===== src/rtl/bit_serializer_pkg.sv =====
// Shared types and constants for the bit serializer and its down counters.
// State encodings are fixed so the FSM encoding matches the original defines.
package bit_serializer_pkg;

    typedef enum logic [1:0] {
        S_IDLE  = 2'b00,
        S_SHIFT = 2'b01,
        S_GAP   = 2'b10
    } state_t;

    localparam int unsigned GAP_W = 4;

    function automatic int unsigned cnt_width(input int unsigned width);
        return $clog2(width);
    endfunction

endpackage


===== src/rtl/bit_down_counter.sv =====
// Loadable down counter with a zero flag; used for both the bit count and the gap count.
// The caller never decrements at zero, so the count only wraps through a reload.
module bit_down_counter #(
    parameter int unsigned W = 3
) (
    input  logic         clk,
    input  logic         rst_n,
    input  logic         i_load,
    input  logic [W-1:0] i_value,
    input  logic         i_dec,
    output logic [W-1:0] o_count,
    output logic         o_zero
);

    logic [W-1:0] r_count;

    always_ff @(posedge clk or negedge rst_n) begin
        if (!rst_n) begin
            r_count <= '0;
        end else if (i_load) begin
            r_count <= i_value;
        end else if (i_dec) begin
            r_count <= r_count - W'(1);
        end
    end

    assign o_count = r_count;
    assign o_zero  = (r_count == '0);

endmodule


===== src/rtl/bit_serializer.sv =====
// Parallel-to-serial feeder for the 110-sequence detector: valid/ready word input,
// one bit per clk on sout, gap-free across back-to-back words when IDLE_GAP is 0.
module bit_serializer
    import bit_serializer_pkg::*;
#(
    parameter int unsigned WIDTH      = 8,
    parameter bit          MSB_FIRST  = 1'b1,
    parameter int unsigned IDLE_GAP   = 0,
    parameter bit          IDLE_LEVEL = 1'b0
) (
    input  logic             clk,
    input  logic             reset,
    input  logic [WIDTH-1:0] din,
    input  logic             din_valid,
    output logic             din_ready,
    output logic             sout,
    output logic             bit_valid,
    output logic             last,
    output logic             busy
);

    localparam int unsigned      CNT_W    = cnt_width(WIDTH);
    localparam logic [CNT_W-1:0] CNT_LOAD = CNT_W'(WIDTH - 1);
    // The IDLE cycle that precedes every accept already emits one idle bit,
    // so GAP itself only needs to cover the remaining IDLE_GAP-1 cycles.
    localparam bit               USE_GAP  = (IDLE_GAP > 1);
    localparam logic [GAP_W-1:0] GAP_LOAD = USE_GAP ? GAP_W'(IDLE_GAP - 2) : '0;

    state_t           r_state, w_state_nxt;
    logic [WIDTH-1:0] r_shreg, w_shreg_nxt;
    logic             r_sout, r_bit_valid, r_last;
    logic             w_sout_nxt, w_bit_valid_nxt, w_last_nxt;
    logic [CNT_W-1:0] w_cnt;
    logic             w_cnt_zero, w_cnt_zero_nxt, w_cnt_load, w_cnt_dec;
    logic [GAP_W-1:0] w_gap;
    logic             w_gap_zero, w_gap_load, w_gap_dec;
    logic             w_accept;

    function automatic logic head(input logic [WIDTH-1:0] v);
        return MSB_FIRST ? v[WIDTH-1] : v[0];
    endfunction

    function automatic logic [WIDTH-1:0] advance(input logic [WIDTH-1:0] v);
        return MSB_FIRST ? (v << 1) : (v >> 1);
    endfunction

    bit_down_counter #(.W(CNT_W)) u_bit_cnt (
        .clk     (clk),
        .rst_n   (reset),
        .i_load  (w_cnt_load),
        .i_value (CNT_LOAD),
        .i_dec   (w_cnt_dec),
        .o_count (w_cnt),
        .o_zero  (w_cnt_zero)
    );

    bit_down_counter #(.W(GAP_W)) u_gap_cnt (
        .clk     (clk),
        .rst_n   (reset),
        .i_load  (w_gap_load),
        .i_value (GAP_LOAD),
        .i_dec   (w_gap_dec),
        .o_count (w_gap),
        .o_zero  (w_gap_zero)
    );

    assign din_ready = reset && ((r_state == S_IDLE) ||
                       (r_state == S_SHIFT && w_cnt_zero && IDLE_GAP == 0));
    assign w_accept  = din_ready && din_valid;

    always_comb begin
        w_state_nxt    = r_state;
        w_shreg_nxt    = r_shreg;
        w_cnt_load     = 1'b0;
        w_cnt_dec      = 1'b0;
        w_cnt_zero_nxt = w_cnt_zero;
        w_gap_load     = 1'b0;
        w_gap_dec      = 1'b0;
        case (r_state)
            S_IDLE: begin
                if (w_accept) begin
                    w_state_nxt    = S_SHIFT;
                    w_shreg_nxt    = din;
                    w_cnt_load     = 1'b1;
                    w_cnt_zero_nxt = 1'b0;
                end
            end
            S_SHIFT: begin
                if (!w_cnt_zero) begin
                    w_shreg_nxt    = advance(r_shreg);
                    w_cnt_dec      = 1'b1;
                    w_cnt_zero_nxt = (w_cnt == CNT_W'(1));
                end else if (w_accept) begin
                    w_shreg_nxt    = din;
                    w_cnt_load     = 1'b1;
                    w_cnt_zero_nxt = 1'b0;
                end else begin
                    w_shreg_nxt = '0;
                    w_gap_load  = USE_GAP;
                    w_state_nxt = USE_GAP ? S_GAP : S_IDLE;
                end
            end
            S_GAP: begin
                w_gap_dec = (w_gap != '0);
                if (w_gap_zero) w_state_nxt = S_IDLE;
            end
            default: w_state_nxt = S_IDLE;
        endcase
    end

    // Output flops are loaded with the values that belong to the upcoming cycle.
    always_comb begin
        w_bit_valid_nxt = (w_state_nxt == S_SHIFT);
        w_last_nxt      = w_bit_valid_nxt && w_cnt_zero_nxt;
        w_sout_nxt      = w_bit_valid_nxt ? head(w_shreg_nxt) : IDLE_LEVEL;
    end

    always_ff @(posedge clk or negedge reset) begin
        if (!reset) begin
            r_state     <= S_IDLE;
            r_shreg     <= '0;
            r_sout      <= IDLE_LEVEL;
            r_bit_valid <= 1'b0;
            r_last      <= 1'b0;
        end else begin
            r_state     <= w_state_nxt;
            r_shreg     <= w_shreg_nxt;
            r_sout      <= w_sout_nxt;
            r_bit_valid <= w_bit_valid_nxt;
            r_last      <= w_last_nxt;
        end
    end

    assign sout      = r_sout;
    assign bit_valid = r_bit_valid;
    assign last      = r_last;
    assign busy      = (r_state != S_IDLE);

endmodule


===== config.mk =====
export PLATFORM = sky130hd
export DESIGN_NAME = bit_serializer
export DESIGN_NICKNAME = d
export VERILOG_FILES = /design/src/rtl/bit_serializer_pkg.sv /design/src/rtl/bit_down_counter.sv /design/src/rtl/bit_serializer.sv
export SDC_FILE = /design/constraint.sdc
export NUM_CORES = 1
export LEC_CHECK = 0
export ABC_AREA = 1
export BUFFER_PORTS_ARGS = -buffer_cell sky130_fd_sc_hd__buf_2
export CORE_MARGIN = 2
export CORE_UTILIZATION = 33
export CTS_CLUSTER_DIAMETER = 60
export DETAILED_ROUTE_END_ITERATION = 16
export PLACE_DENSITY = 0.63
export SLEW_MARGIN = 15
export SYNTH_ARGS = -nofsm -noshare
export SYNTH_HDL_FRONTEND = slang
export SYNTH_HIERARCHICAL = 1
export SYNTH_SLANG_ARGS = --single-unit

===== constraint.sdc =====
create_clock -name clk -period 1.58 [get_ports clk]
set_clock_uncertainty 0.1 [all_clocks]
set_input_delay 0.237 -clock clk [delete_from_list [all_inputs] [get_ports clk]]
set_output_delay 0.237 -clock clk [all_outputs]
set_load 0.02 [all_outputs]

==> impl_metrics.env <==
export IMPL_drive_gt1_frac=0.316
export IMPL_routed_wl_um=2280
export IMPL_via_per_inst=4.41
export IMPL_multi_input_area_um2=606
export IMPL_worst_hold_path_endpoint="r_shreg[0]"
export IMPL_synth_area_um2=1070
export IMPL_worstReg2RegStart="u_bit_cnt/o_count[1]"
export IMPL_clk_pin_slew_ps=110
export IMPL_drt_first_pass_iters=4
export IMPL_max_stage_delay_ps=390
export IMPL_io_pin_count=16
export IMPL_max_cap_viol_count=0
export IMPL_die_h_um=60.9
export IMPL_slew_viol_final=0
export IMPL_cts_made_buffers=3
export IMPL_synthesis_instances=134
export IMPL_min_period_ps=1710
export IMPL_place_congestion=0.815
export IMPL_r2r_end="u_bit_cnt/o_count[0]"
export IMPL_yosys_warnings=6
export IMPL_hold_ws_ps=64.0
export IMPL_ff2ff_path_depth=12
export IMPL_avgSynthCellArea_um2=7.97
export IMPL_place_area_um2=1280
export IMPL_antenna_found_initial=0
export IMPL_seq_area_um2=502
export IMPL_final_cell_count_no_fill=218
export IMPL_cp_cell_sequence="inv_1, ha_2, ha_4, nand2_4, a21oi_2, buf_4"
export IMPL_finalHoldViolCount=0
export IMPL_critical_path_top_delay_family="flip-flops"
export IMPL_ys_ff_latch=20
export IMPL_die_w_um=60.9
export IMPL_violations="setup timing"
export IMPL_port_buffer_count=15
export IMPL_min_path_type="in2reg"
export IMPL_cp_required_ps=1240
export IMPL_synth_top_area_cell="dfrtp_1"
export IMPL_leakage_uw=0.000738
export IMPL_root_buffer="clkbuf_4"
export IMPL_grt_pass1_wl_um=3880
export IMPL_fin_nets=190
export IMPL_n_antenna_cell=0
export IMPL_powerDensity_nw_per_um2=1570
export IMPL_holdPathStages=3
export IMPL_clock_latency_ps=290
export IMPL_ys_top_cells_by_area="dfrtp_1 47%, nand2_1 13%, inv_1 6.7%"
export IMPL_rsz0062_at_grt="yes"
export IMPL_initial_core_util=0.347
export IMPL_path_max_fanout=2
export IMPL_r2r_slack_ps=-110
export IMPL_clock_sinks=20
export IMPL_cp_end_kind="output port"
export IMPL_post_route_period_util=1.08
export IMPL_hp_start="din[0]"
export IMPL_seq_area_frac_synth=0.468
export IMPL_dp_cells=209
export IMPL_vias=961
export IMPL_ant_nets=0
export IMPL_rows=20
export IMPL_timing_final_ws_setup_ps=-129
export IMPL_synthDominantCellAreaShare=0.468
export IMPL_synth_cell_type_count=25
export IMPL_path_buf_inv=2
export IMPL_grt_max_degree=21
export IMPL_ir_worst_vdd_v=0.000407
export IMPL_die_area_um2=3710
export IMPL_fmax_mhz=585
export IMPL_cts_tree="yes"
export IMPL_wl_per_cell_um=10.4
export IMPL_slowest_stage="dfrtp_1"
export IMPL_fp_coreArea_um2=3080
export IMPL_syn_to_final_growth_pct=34.4
export IMPL_layout_commonest_cell="nand2_1"
export IMPL_cp_arrival_ps=1370
export IMPL_hpwl_um=1610
export IMPL_setup_viol=13
export IMPL_htree_levels=1
export IMPL_most_common_layout_cells="32 x nand2_1, 19 x inv_1, 19 x dfrtp_1, 14 x buf_2, 13 x conb_1"
export IMPL_grt_overflow=0
export IMPL_finalInstanceArea_um2=1440
export IMPL_nFillCells=302
export IMPL_grt_pass1_vias=953
export IMPL_critical_path_class="reg2out"
export IMPL_outcome="finished with violations"
export IMPL_grt_usage=0.137
export IMPL_cts_buffer_depth=2
export IMPL_drc=0
export IMPL_start_kind="flip-flop"
export IMPL_first_iter_violations=48
[metrics by stage]
step / total power (uW) / setup TNS, ps / setup WS [ps] / util
2_1_floorplan: 1460 / 0 / 8.15 / -
3_3_place_gp: 1730 / 0 / 11.7 / 0.416
3_5_place_dp: 1770 / -106 / -44.8 / 0.416
4_1_cts: 2170 / -911 / -181 / 0.451
5_1_grt: 2450 / -2220 / -215 / 0.467
6_report: 2250 / -871 / -129 / 0.467
[power breakdown]
group | total (uW) | internal, uW | switching (uW) | leakage, uW
Sequential | 794 | 687 | 106 | 0.000251
Clock | 232 | 88.5 | 143 | 0.0000138
Combinational | 1220 | 503 | 721 | 0.000473
Total | 2250 | 1280 | 971 | 0.000738
[routing by layer]
| metal | track usage | vias to the layer above | routed length, um |
|---|---|---|---|
| met2 | 0.253 | 19 | 1190 |
| met1 | 0.166 | 442 | 972 |
| met5 | 0 | - | 0 |
| met3 | 0.0149 | 2 | 92 |
| met4 | 0.0404 | 0 | 18 |
| li1 | - | 498 | - |
[logic make-up after synthesis]
group	after synthesis	share of synthesized area
AO/OA/AOI/OAI	11	0.0785
flip-flops	20	0.468
adder cells (fa/ha/maj)	3	0.0351
buffers and inverters	24	0.0867
other	2	0.00703
AND/OR/NAND/NOR	73	0.316
XOR/XNOR	1	0.00820
[worst max-delay path by stage]
stage,start,cells past startpoint,end
floorplan,u_bit_cnt/o_count[0],11,u_bit_cnt/o_count[0]
global placement,u_bit_cnt/o_count[0],10,u_bit_cnt/o_count[2]
detailed placement,u_bit_cnt/o_count[0],10,u_bit_cnt/o_count[2]
CTS,u_bit_cnt/o_count[1],6,din_ready
global route,u_bit_cnt/o_count[0],6,din_ready
finish,u_bit_cnt/o_count[1],6,din_ready
[final cells by class]
cell class              count  area share
repair inverters            1     0.00261
multi-input cells         102       0.422
well taps                  44      0.0383
inverters                  24      0.0697
clock buffers               3      0.0157
repair buffers             24       0.103
flip-flops and latches     20       0.349
[worst reg2reg max path, stage by stage, from the launching register on]
cell and delay (ps):
dfrtp_1 360, inv_1 50, ha_2 180, ha_4 170, buf_4 140, inv_4 70
nand2_4 60, nand3_4 160, inv_6 60, inv_4 60, nand2_1 50, nor2_1 90
nor2_1 50
[timing repair]
item / CTS / global route
hold buffers: 1 / 0
setup endpoints to repair: 5 / 14
hold endpoints to repair: 20 / 0
buffers inserted: 2 / 1
pin swaps: 5 / 5
cloned: 2 / 0
gates resized for setup: 13 / 9
[flip-flops by register name (all words and copies together), names as in the netlist]
name	cells
r_shreg	8
sout	1
u_bit_cnt/o_count	3
bit_valid	1
u_gap_cnt/o_count	4
r_state	2
last	1
[cells in the mapped netlist (all sizes together)]
library cell  number
a21oi              2
a22oi              1
conb               2
dfrtp             20
ha                 3
inv               24
nand2             39
nand3             15
nand3b             1
nand4              1
nor2              14
nor3b              1
nor4               2
o211ai             3
o21ai              2
o311ai             3
xor2               1
(Power assumes the default switching activity.)
